**src/rtl/logic_unit_pkg.sv**
```systemverilog
// Shared types and constants for the logic-unit arbiter and its 1-bit logic cell.
package logic_unit_pkg;

    typedef enum logic [1:0] {
        IDLE = 2'd0,
        RUN  = 2'd1,
        DONE = 2'd2
    } state_e;

    localparam logic OP_OR  = 1'b0;
    localparam logic OP_AND = 1'b1;

    localparam logic REQ0 = 1'b0;
    localparam logic REQ1 = 1'b1;

endpackage

```
**src/rtl/logic_unit_arbiter_logic_cell.sv**
```systemverilog
// Shared 1-bit logic cell: AND when sel is OP_AND, OR otherwise.
module logic_cell
    import logic_unit_pkg::*;
(
    input  logic a_bit,
    input  logic b_bit,
    input  logic sel,
    output logic bit_out
);

    assign bit_out = (sel == OP_AND) ? (a_bit & b_bit) : (a_bit | b_bit);

endmodule

```
**src/rtl/logic_unit_arbiter.sv**
```systemverilog
// Round-robin arbiter sharing one bit-serial logic cell between two requesters;
// each granted operation is evaluated LSB first, one bit per cycle.
module logic_unit_arbiter
    import logic_unit_pkg::*;
#(
    parameter  int WIDTH = 4,
    localparam int CNT_W = $clog2(WIDTH + 1)
) (
    input  logic             clk,
    input  logic             rst_n,
    input  logic             req0_valid,
    input  logic [WIDTH-1:0] req0_a,
    input  logic [WIDTH-1:0] req0_b,
    input  logic             req0_sel,
    output logic             req0_ready,
    input  logic             req1_valid,
    input  logic [WIDTH-1:0] req1_a,
    input  logic [WIDTH-1:0] req1_b,
    input  logic             req1_sel,
    output logic             req1_ready,
    output logic             res_valid,
    output logic [WIDTH-1:0] res_data,
    output logic             res_id,
    output logic             busy
);

    state_e           state_q;
    state_e           state_d;
    logic [CNT_W-1:0] cnt_q;
    logic [WIDTH-1:0] a_q;
    logic [WIDTH-1:0] b_q;
    logic             sel_q;
    logic             id_q;
    logic [WIDTH-1:0] result_q;
    logic [WIDTH-1:0] res_data_q;
    logic             res_id_q;
    logic             last_grant_q;

    logic             grant_id;
    logic             accept;
    logic             last_bit;
    logic [WIDTH-1:0] bit_mask;
    logic             a_bit;
    logic             b_bit;
    logic             bit_out;
    logic [WIDTH-1:0] next_result;

    // On a tie the requester that did not win last time is granted.
    always_comb begin
        grant_id = REQ0;
        if (req0_valid && req1_valid) begin
            grant_id = ~last_grant_q;
        end else if (req1_valid) begin
            grant_id = REQ1;
        end
    end

    // rst_n gates ready so nothing is reported as accepted while held in reset.
    assign req0_ready = rst_n && (state_q == IDLE) && req0_valid && (grant_id == REQ0);
    assign req1_ready = rst_n && (state_q == IDLE) && req1_valid && (grant_id == REQ1);
    assign accept     = req0_ready || req1_ready;

    assign bit_mask    = WIDTH'(1) << cnt_q;
    assign a_bit       = |(a_q & bit_mask);
    assign b_bit       = |(b_q & bit_mask);
    assign last_bit    = (cnt_q == CNT_W'(WIDTH - 1));
    assign next_result = result_q | ({WIDTH{bit_out}} & bit_mask);

    logic_cell u_logic_cell (
        .a_bit   (a_bit),
        .b_bit   (b_bit),
        .sel     (sel_q),
        .bit_out (bit_out)
    );

    always_ff @(posedge clk or negedge rst_n) begin
        if (!rst_n) begin
            state_q <= IDLE;
        end else begin
            state_q <= state_d;
        end
    end

    always_comb begin
        state_d   = state_q;
        busy      = 1'b0;
        res_valid = 1'b0;
        unique case (state_q)
            IDLE: begin
                if (accept) begin
                    state_d = RUN;
                end
            end
            RUN: begin
                busy = 1'b1;
                if (last_bit) begin
                    state_d = DONE;
                end
            end
            DONE: begin
                busy      = 1'b1;
                res_valid = 1'b1;
                state_d   = IDLE;
            end
            default: begin
                state_d = IDLE;
            end
        endcase
    end

    assign res_data = res_data_q;
    assign res_id   = res_id_q;

    // Operands are captured at the handshake so later input changes cannot
    // disturb the operation in flight.
    always_ff @(posedge clk or negedge rst_n) begin
        if (!rst_n) begin
            cnt_q        <= '0;
            a_q          <= '0;
            b_q          <= '0;
            sel_q        <= 1'b0;
            id_q         <= 1'b0;
            result_q     <= '0;
            res_data_q   <= '0;
            res_id_q     <= 1'b0;
            last_grant_q <= REQ1;
        end else begin
            case (state_q)
                IDLE: begin
                    if (accept) begin
                        a_q          <= (grant_id == REQ1) ? req1_a   : req0_a;
                        b_q          <= (grant_id == REQ1) ? req1_b   : req0_b;
                        sel_q        <= (grant_id == REQ1) ? req1_sel : req0_sel;
                        id_q         <= grant_id;
                        last_grant_q <= grant_id;
                        cnt_q        <= '0;
                        result_q     <= '0;
                    end
                end
                RUN: begin
                    result_q <= next_result;
                    cnt_q    <= cnt_q + CNT_W'(1);
                    // Published one cycle early so res_data is valid in DONE
                    // and holds until the next operation completes.
                    if (last_bit) begin
                        res_data_q <= next_result;
                        res_id_q   <= id_q;
                    end
                end
                default: begin
                end
            endcase
        end
    end

endmodule

```
**config.mk**
```make
export PLATFORM = sky130hd
export DESIGN_NAME = logic_unit_arbiter
export DESIGN_NICKNAME = d
export VERILOG_FILES = /design/src/rtl/logic_unit_pkg.sv /design/src/rtl/logic_unit_arbiter_logic_cell.sv /design/src/rtl/logic_unit_arbiter.sv
export SDC_FILE = /design/constraint.sdc
export NUM_CORES = 1
export LEC_CHECK = 0
export CAP_MARGIN = 20
export CORE_MARGIN = 3
export CORE_UTILIZATION = 31
export DETAILED_ROUTE_END_ITERATION = 10
export DONT_BUFFER_PORTS = 1
export PLACE_DENSITY = 0.46
export SETUP_SLACK_MARGIN = 0.02
export SLEW_MARGIN = 40
export SYNTH_ARGS = -nofsm -noshare
export SYNTH_HDL_FRONTEND = slang
export SYNTH_SLANG_ARGS = --single-unit
```
**constraint.sdc**
```tcl
create_clock -name clk -period 1.99 [get_ports clk]
set_input_delay 0.4975 -clock clk [delete_from_list [all_inputs] [get_ports clk]]
set_output_delay 0.4975 -clock clk [all_outputs]
set_load 0.005 [all_outputs]
```
Yosys cells after proc, flatten, opt, wreduce, memory -nomap -nowiden:

Cells that the tools add are included.

* input bits: 22
* output and inout bits: 9
* register bits: 25
* logic and storage cells: 56

* shift operators: 1
* reductions and logical operators: 16
* add/sub/neg operators: 1
* bitwise gates (word level): 8
* eq/ne operators: 5
* mux-type cells: 15

Operators by type and width (count)
* 4-bit AND: 3
* 4-bit 2-to-1 mux: 3
* 4-bit case mux with 2 select lines: 1
* 2-bit AND reduction: 4
* 4-bit OR reduction: 2
* 1-bit logical AND: 6
* 1-bit 2-to-1 mux: 6
* 3-bit case mux with 2 select lines: 1
* 2-bit 2-to-1 mux: 2
* 2-bit != test, second input constant: 2
* 4-bit bitwise OR: 1
* 2-bit case mux with 2 select lines: 1
* 1-bit by 3-bit << shifter with 4-bit output, first input constant: 1
* 3-bit by 1-bit adder with 3-bit output, second input constant: 1
* 3-bit by 2-bit == test with 1-bit output, second input constant: 1
* 3-bit 2-to-1 mux: 1
* 2-bit by 1-bit == test with 1-bit output, second input constant: 1
* 2-bit == test, second input constant: 1
* 2-bit logical NOT: 1
* 1-bit inverter: 2
* 2-bit nonzero test: 1
* 2-bit OR reduction: 1
* 1-bit AND: 1
* 1-bit logical OR: 1
* 1-bit bitwise OR: 1

Logic depth before layout (Yosys ltp):

Gate-level depths: netlist of the first run.

* depth in word-level cells: 8
* depth in mapped cells: 7
* depth with buffers taken out: 6

By module:

From an unflattened synthesis of the first run, not the netlist that was laid out.

* cells, all modules: 130
* area total of the unflattened synthesis: 1325.0 um^2

Modules (own cells, without submodules)
* logic_unit_arbiter: times used 1, cells each 128, area an instance 1310.0 um^2, seq. area each 626.9 um^2
* logic_cell: times used 1, cells each 2, area an instance 15.0 um^2, seq. area each 0.0 um^2

Worst setup path after synthesis of the first run:

No wires, ideal clock.

* kind: reg2reg
* start point: register cnt_q[0]
* end point: register result_q[0]
* data required time: 1.861 ns
* cell stages (with the launch flop): 7
* library setup time: 0.129 ns
* arrival: 1.569 ns
* period minus slack after synthesis: 1.697 ns
* slack: 0.293 ns
* path buffers: 0
* cell sequence: dfrtp_1 -> inv_1 -> ha_1 -> a22o_1 -> a222oi_1 -> maj3_4 -> o31ai_1

* cells in the longest elaborated chain, start to end: 8
* elaborated cells between the ends (all ways): 11
* classes of those cells: shift (1); mux (2); bitwise (6); reduce/logical (2)

RTL lines
* from (decl): line logic_unit_arbiter.sv:29 `logic [CNT_W-1:0] cnt_q;`
* from (signal assigned): line logic_unit_arbiter.sv:142 `cnt_q <= cnt_q + CNT_W'(1);`
* 1-bit by 3-bit << shifter with 4-bit output (*): line logic_unit_arbiter.sv:63 `assign bit_mask = WIDTH'(1) << cnt_q;`
* 4-bit AND (on tied branches): line logic_unit_arbiter.sv:64, logic_unit_arbiter.sv:65
* 4-bit OR reduction (on tied branches): line logic_unit_arbiter.sv:64, logic_unit_arbiter.sv:65
* 1-bit bitwise OR / 1-bit AND (equally long branches): line logic_unit_arbiter_logic_cell.sv:11 `assign bit_out = (sel == OP_AND) ? (a_bit & b_bit) : (a_bit | b_bit);`
* 1-bit 2-to-1 mux: line logic_unit_arbiter_logic_cell.sv:11
* 4-bit AND (*): line logic_unit_arbiter.sv:67 `assign next_result = result_q | ({WIDTH{bit_out}} & bit_mask);`
* 4-bit bitwise OR (*): line logic_unit_arbiter.sv:67
* 4-bit case mux with 2 select lines (*): line logic_unit_arbiter.sv:128 `case (state_q)`
* to (signal assigned): line logic_unit_arbiter.sv:141 `result_q <= next_result;`
* to (decl): line logic_unit_arbiter.sv:34 `logic [WIDTH-1:0] result_q;`

Mark *: on every way between the ends. The rest lies on a longest branch, timed or not.
A chain may end at the register's enable or synchronous reset.

Worst setup path after layout of the first run:

* start point: register cnt_q[0]
* end point: register result_q[3]

Same word-level chain as after synthesis.

==> results_dict.tcl, run 1 <==
set metrics [dict create \
    crit-reg2reg-launch "cnt_q[0]" \
    insertion_delay_ps 270 \
    hpwl_um 2040 \
    power-per-cell-area_mw_per_mm2 1440 \
    syn_area_per_cell_um2 10.3 \
    timing.critical_path.from "cnt_q[0]" \
    fill_cells 384 \
    grt_pass1_vias 906 \
    finClkSkew_ps 8.18 \
    synth_seq_cells 25 \
    synth-edff-count 0 \
    most_frequent_cell_after_synthesis "sky130_fd_sc_hd__dfrtp_1" \
    drtIter0Drc 74 \
    worst_path_clk_slew_ps 90 \
    synthesis.yosys.warnings 0 \
    hold_path.class "in -> async" \
    vias_after_detailed_routing 895 \
    timing.final.hold_violations 0 \
    ctsHtreeMaxLevel 1 \
    drc 0 \
    max_stage_delay_ps 440 \
    synth_ff_type "sky130_fd_sc_hd__dfrtp_1" \
    area_delta_synth_final_pct 9.89 \
    layout_setup_ws_ps 167 \
    grt_start_max_net_pins 25 \
    maxSlewHeadroom_pct 66.3 \
    post_synth_num_cell_types 27 \
    critPathMaxFanout 8 \
    power_leakage_nw 0.663 \
    postSynthNetCount 157 \
    final-setup-viol-count 0 \
    cts_setup_buffers 0 \
    cts_root_buf "sky130_fd_sc_hd__clkbuf_8" \
    grt.overflow.total 0 \
    post-synth-top-area-cell "sky130_fd_sc_hd__dfrtp_1" \
    run_status "finished clean" \
    antenna_fix_cells 0 \
    initial_utilization_pct 33.8 \
    required_ps 2140 \
    drtPass1Iterations 4 \
    die_area_mm2 0.00502 \
    port-buffer-count 0 \
    worst_slew_pin_slew_ps 503 \
    yosys.area.top_type_share_pct 46.1 \
    io-pin-count 31 \
    fp-row-count 22 \
    place.gp.congestion 0.860 \
    final_max_slew_viols 0 \
    numCtsBuffers 3 \
    antenna_violating_nets_post_route 0 \
    cp_data_arrival_time_ps 1970 \
    maxCapViolations 0 \
    fraction_of_registers_with_async_set_reset_pct 100 \
    synthTopCellsByArea "sky130_fd_sc_hd__dfrtp_1 46%, sky130_fd_sc_hd__mux2i_1 9.2%, sky130_fd_sc_hd__ha_1 8.6%" \
    finalWorstPathRequiredPeriod_ps 1820 \
    finish.net_count 160 \
    die-height_um 70.8 \
    wire_per_inst_um 15.0 \
    final.setup.tns_ps 0 \
    cts_max_path_buffers 2 \
    vias_per_cell 5.09 \
    grt_first_pass_wirelength_um 4420 \
    critical_path.n_buffers_inverters 0 \
    end_kind "flop" \
    synthTopCellsByCount "24 x sky130_fd_sc_hd__dfrtp_1, 17 x sky130_fd_sc_hd__o21ai_0, 16 x sky130_fd_sc_hd__nand2_1" \
    critical_path.top_delay_family "compound AO/OA/AOI/OAI gates" \
    dieWidth_um 70.8 \
    post_synth_instance_area_mm2 0.00130 \
    fmax_mhz 549 \
    final_core_util_pct 37.1 \
    place_ws_ps 162 \
    worstSetupPathType "reg -> reg" \
    post_synth_inst_count 126 \
    floorplan_core_area_mm2 0.00385 \
    totalWireLength_um 2650 \
    timing.critical_path.slowest_stage_cell "sky130_fd_sc_hd__dfrtp_1" \
    setup.worst_path.start_class "flop" \
    track_usage_pct 11.1 \
    seq_area_frac_synth_pct 48.1 \
    antenna_found_initial 0 \
    drive_above_1_share_pct 12.5 \
    clock_sink_count 25 \
    final.hold.worst_slack_ps 25.0 \
    max-vdd-ir-drop_mv 0.617 \
    crit_chain "ha_1 > a22o_1 > a222oi_1 > maj3_4 > o31ai_1" \
    grt_setup_unrepaired "no" \
    fin_crit_sh_pct 91.6 \
    cts_tree "built" \
]
-- metal layers --
metal | GRT usage (%) | routed length [um]
met2 | 16.5 | 1180
met1 | 15.6 | 1290
met5 | 0 | 0
met4 | 1.88 | 17
met3 | 4.26 | 159
-- timing repair --
item | in CTS | in global routing
endpoints found under the setup margin | 0 | 8
hold buffers | 1 | 0
resized for setup | 0 | 2
hold endpoints to repair | 24 | 0
-- flip-flops by register name, summed over array words and instances (netlist names) --
register	count
result_q	4
res_id	1
a_q	4
state_q	2
b_q	4
res_data	4
cnt_q	3
sel_q	1
last_grant_q	1
id_q	1
-- kinds of logic (layout without fill, tap and decap cells) --
logic type / Yosys count / after routing / share of synthesized area [%]
buf+inv: 12 / 14 / 3.65
mux: 14 / 14 / 11.0
fa+ha+maj: 10 / 10 / 9.70
simple gates: 27 / 27 / 9.51
flops: 25 / 25 / 48.1
compound gates: 38 / 38 / 18.1
-- final cells by class --
| class | count | area, um2 | area share [%] |
|---|---|---|---|
| Multi-Input combinational cell | 89 | 631 | 44.1 |
| Sequential cell | 25 | 627 | 43.8 |
| Tap cell | 48 | 60.1 | 4.20 |
| Timing Repair Buffer | 4 | 42.5 | 2.97 |
| Clock buffer | 3 | 41.3 | 2.88 |
| Inverter | 6 | 22.5 | 1.57 |
| Clock inverter | 1 | 7.51 | 0.524 |
-- final timing paths --
| kind | endpoint | slack, ps | cells after the start |
|---|---|---|---|
| setup reg to reg | result_q[3] | 170 | 5 |
| hold / removal | state_q[0] | 20 | 1 |
| max in group asynchronous | a_q[0] | 1820 | 1 |
| setup / recovery | result_q[3] | 170 | 5 |
| min in group clk | a_q[1] | 420 | 2 |
| hold reg to reg | id_q | 480 | 1 |
-- power breakdown --
group          switching [mW]  internal [mW]
registers               0.159          0.736
logic                   0.479          0.384
clock network           0.165          0.142
total                   0.803           1.26
-- placed cells by master, fill, tap and decap left out, drive strengths merged, types with 2 or more instances in the layout --
master   n
mux2i   12
buf      4
mux2     2
inv      6
o21ai   20
nor2     2
a21o     2
dfrtp   24
a22o     2
nand3    4
clkbuf   3
nor2b    2
o31ai    4
a222oi   2
a21oi    4
ha       9
nand2   16
-- stage by stage --
stage | cells | area (um2) | power (mW)
after floorplan | 126 | 1300 | 1.54
after global placement | 171 | 1360 | 1.73
after detailed placement | 171 | 1360 | 1.76
after CTS | 176 | 1430 | 2.09
after global routing | 176 | 1430 | 2.27
final | 176 | 1430 | 2.07
No activity file was read; power rests on OpenSTA's default activity.
==> inputs of run 2 (changes only) <==
--- a/config.mk
+++ b/config.mk
@@ -5,11 +5,13 @@
 export SDC_FILE = /design/constraint.sdc
 export NUM_CORES = 1
 export LEC_CHECK = 0
-export CAP_MARGIN = 20
+export CAP_MARGIN = 0
 export CORE_MARGIN = 3
 export CORE_UTILIZATION = 31
+export CTS_CLUSTER_DIAMETER = 120
 export DETAILED_ROUTE_END_ITERATION = 10
 export DONT_BUFFER_PORTS = 1
+export GPL_TIMING_DRIVEN = 0
 export PLACE_DENSITY = 0.46
 export SETUP_SLACK_MARGIN = 0.02
 export SLEW_MARGIN = 40
==> results_dict.tcl, run 2 (synthesized netlist as in run 1, its figures left out) <==
set metrics [dict create \
    run_status "finished clean" \
    required_ps 2140 \
    die_area_mm2 0.00502 \
    grt_first_pass_wirelength_um 4600 \
    numCtsBuffers 3 \
    critPathMaxFanout 8 \
    fin_crit_sh_pct 91.8 \
    vias_after_detailed_routing 920 \
    finish.net_count 163 \
    maxCapViolations 0 \
    timing.final.hold_violations 0 \
    post-layout-total-power_mw 2.04 \
    insertion_delay_ps 260 \
    initial_utilization_pct 33.8 \
    hpwl_um 2030 \
    grt_pass1_vias 931 \
    layout_setup_ws_ps 164 \
    place_ws_ps 175 \
    drc 0 \
    track_usage_pct 11.5 \
    antenna_violating_nets_post_route 0 \
    die-height_um 70.8 \
    floorplan_core_area_mm2 0.00385 \
    fp-row-count 22 \
    leading_cell_type_in_the_layout_fill_and_taps_excluded "sky130_fd_sc_hd__dfrtp_1" \
    ff2ff_setup_slack_ps 160 \
    area_delta_synth_final_pct 9.70 \
    drtIter0Drc 31 \
    vias_per_cell 5.14 \
    worst_path_clk_slew_ps 90 \
    cts_tree "built" \
    grt_setup_unrepaired "no" \
    cts_root_buf "sky130_fd_sc_hd__clkbuf_8" \
    final.setup.tns_ps 0 \
    grt.overflow.total 0 \
    cts_setup_buffers 0 \
    setup.worst_path.start_class "flop" \
    worstSetupPathType "reg -> reg" \
    final_max_slew_viols 0 \
    ctsHtreeMaxLevel 1 \
    port-buffer-count 0 \
    wire_per_inst_um 14.8 \
    ff2ff_path_depth 6 \
    antenna_found_initial 0 \
    antenna_fix_cells 0 \
    cp_data_arrival_time_ps 1970 \
    final.hold.worst_slack_ps 35.3 \
    drive_above_1_share_pct 9.92 \
    final-setup-viol-count 0 \
    grt_start_max_net_pins 25 \
    power_leakage_nw 0.668 \
    place.gp.congestion 0.786 \
    power-per-cell-area_mw_per_mm2 1430 \
    final_core_util_pct 37.1 \
    max-vdd-ir-drop_mv 0.540 \
    fmax_mhz 548 \
    worst_slew_pin_slew_ps 624 \
    drtPass1Iterations 5 \
    hold_path.class "in -> async" \
    layout.cells.most_common_list "24 x sky130_fd_sc_hd__dfrtp_1, 17 x sky130_fd_sc_hd__o21ai_0, 16 x sky130_fd_sc_hd__nand2_1" \
    dieWidth_um 70.8 \
    clock_sink_count 25 \
    ctsResizeCount 0 \
    timing.rr.end "result_q[2]" \
    totalWireLength_um 2650 \
    finClkSkew_ps 4.81 \
    cts_max_path_buffers 2 \
    maxSlewHeadroom_pct 58.2 \
    end_kind "flop" \
    crit-reg2reg-launch "cnt_q[0]" \
    io-pin-count 31 \
    finalWorstPathRequiredPeriod_ps 1830 \
]
## run 2: critical path: stages, from the launching register on
cell and delay [ps]:
sky130_fd_sc_hd__dfrtp_1 430, sky130_fd_sc_hd__inv_1 90, sky130_fd_sc_hd__ha_1 220, sky130_fd_sc_hd__a22o_1 220
sky130_fd_sc_hd__a222oi_1 360, sky130_fd_sc_hd__maj3_4 300, sky130_fd_sc_hd__o31ai_1 90
## run 2: where the power goes
part | internal [mW] | switching [mW]
registers | 0.736 | 0.154
logic | 0.365 | 0.490
clock network | 0.140 | 0.158
## run 2: stage by stage
step | instance area [um2] | std cells
floorplan | 1300 | 126
global placement | 1360 | 174
detailed placement | 1360 | 174
CTS | 1430 | 179
global route | 1430 | 179
finish | 1430 | 179
## run 2: worst max path at each step
stage / startpoint / slack [ps] / endpoint / depth (start not counted)
6_report: cnt_q[0] / 160 / result_q[2] / 6
4_1_cts: cnt_q[0] / 160 / result_q[2] / 6
2_1_floorplan: cnt_q[0] / 290 / result_q[0] / 6
3_5_place_dp: cnt_q[0] / 170 / result_q[2] / 6
5_1_grt: cnt_q[0] / 40 / result_q[0] / 6
3_3_place_gp: cnt_q[0] / 190 / result_q[0] / 6
## run 2: per-layer routing
layer,up-vias,part of all wire (%),GRT usage (%)
li1,463,-,-
met1,425,50,16.8
met2,30,44,16.8
met3,2,5.8,3.98
met4,0,0.64,1.88
met5,-,0,0
## run 2: layout make-up
type | instances | area [um2]
Sequential cell | 25 | 627
Tap cell | 48 | 60.1
Inverter | 6 | 22.5
Multi-Input combinational cell | 89 | 628
Timing Repair Buffer | 1 | 20.0
Clock inverter | 1 | 5.00
Fill cell | 398 | 2420
Clock buffer | 3 | 41.3
Buffer | 6 | 25.0
## run 2: repair_timing
item | CTS | global route
endpoints found under the hold margin | 24 | 0
hold buffers | 1 | 0
setup endpoints to repair | 0 | 8
==> inputs of run 3 (changes only) <==
--- a/config.mk
+++ b/config.mk
@@ -12,6 +12,7 @@
 export DETAILED_ROUTE_END_ITERATION = 10
 export DONT_BUFFER_PORTS = 1
 export GPL_TIMING_DRIVEN = 0
+export MAX_ROUTING_LAYER = met4
 export PLACE_DENSITY = 0.46
 export SETUP_SLACK_MARGIN = 0.02
 export SLEW_MARGIN = 40
==> results of run 3 <==
The final DEF is identical to that of run 2; final timing and power are the same.
Among the figures that moved: final weighted congestion in routability-driven placement 0.786 -> 0.797; overall routing resource usage 11.5% -> 11.9%
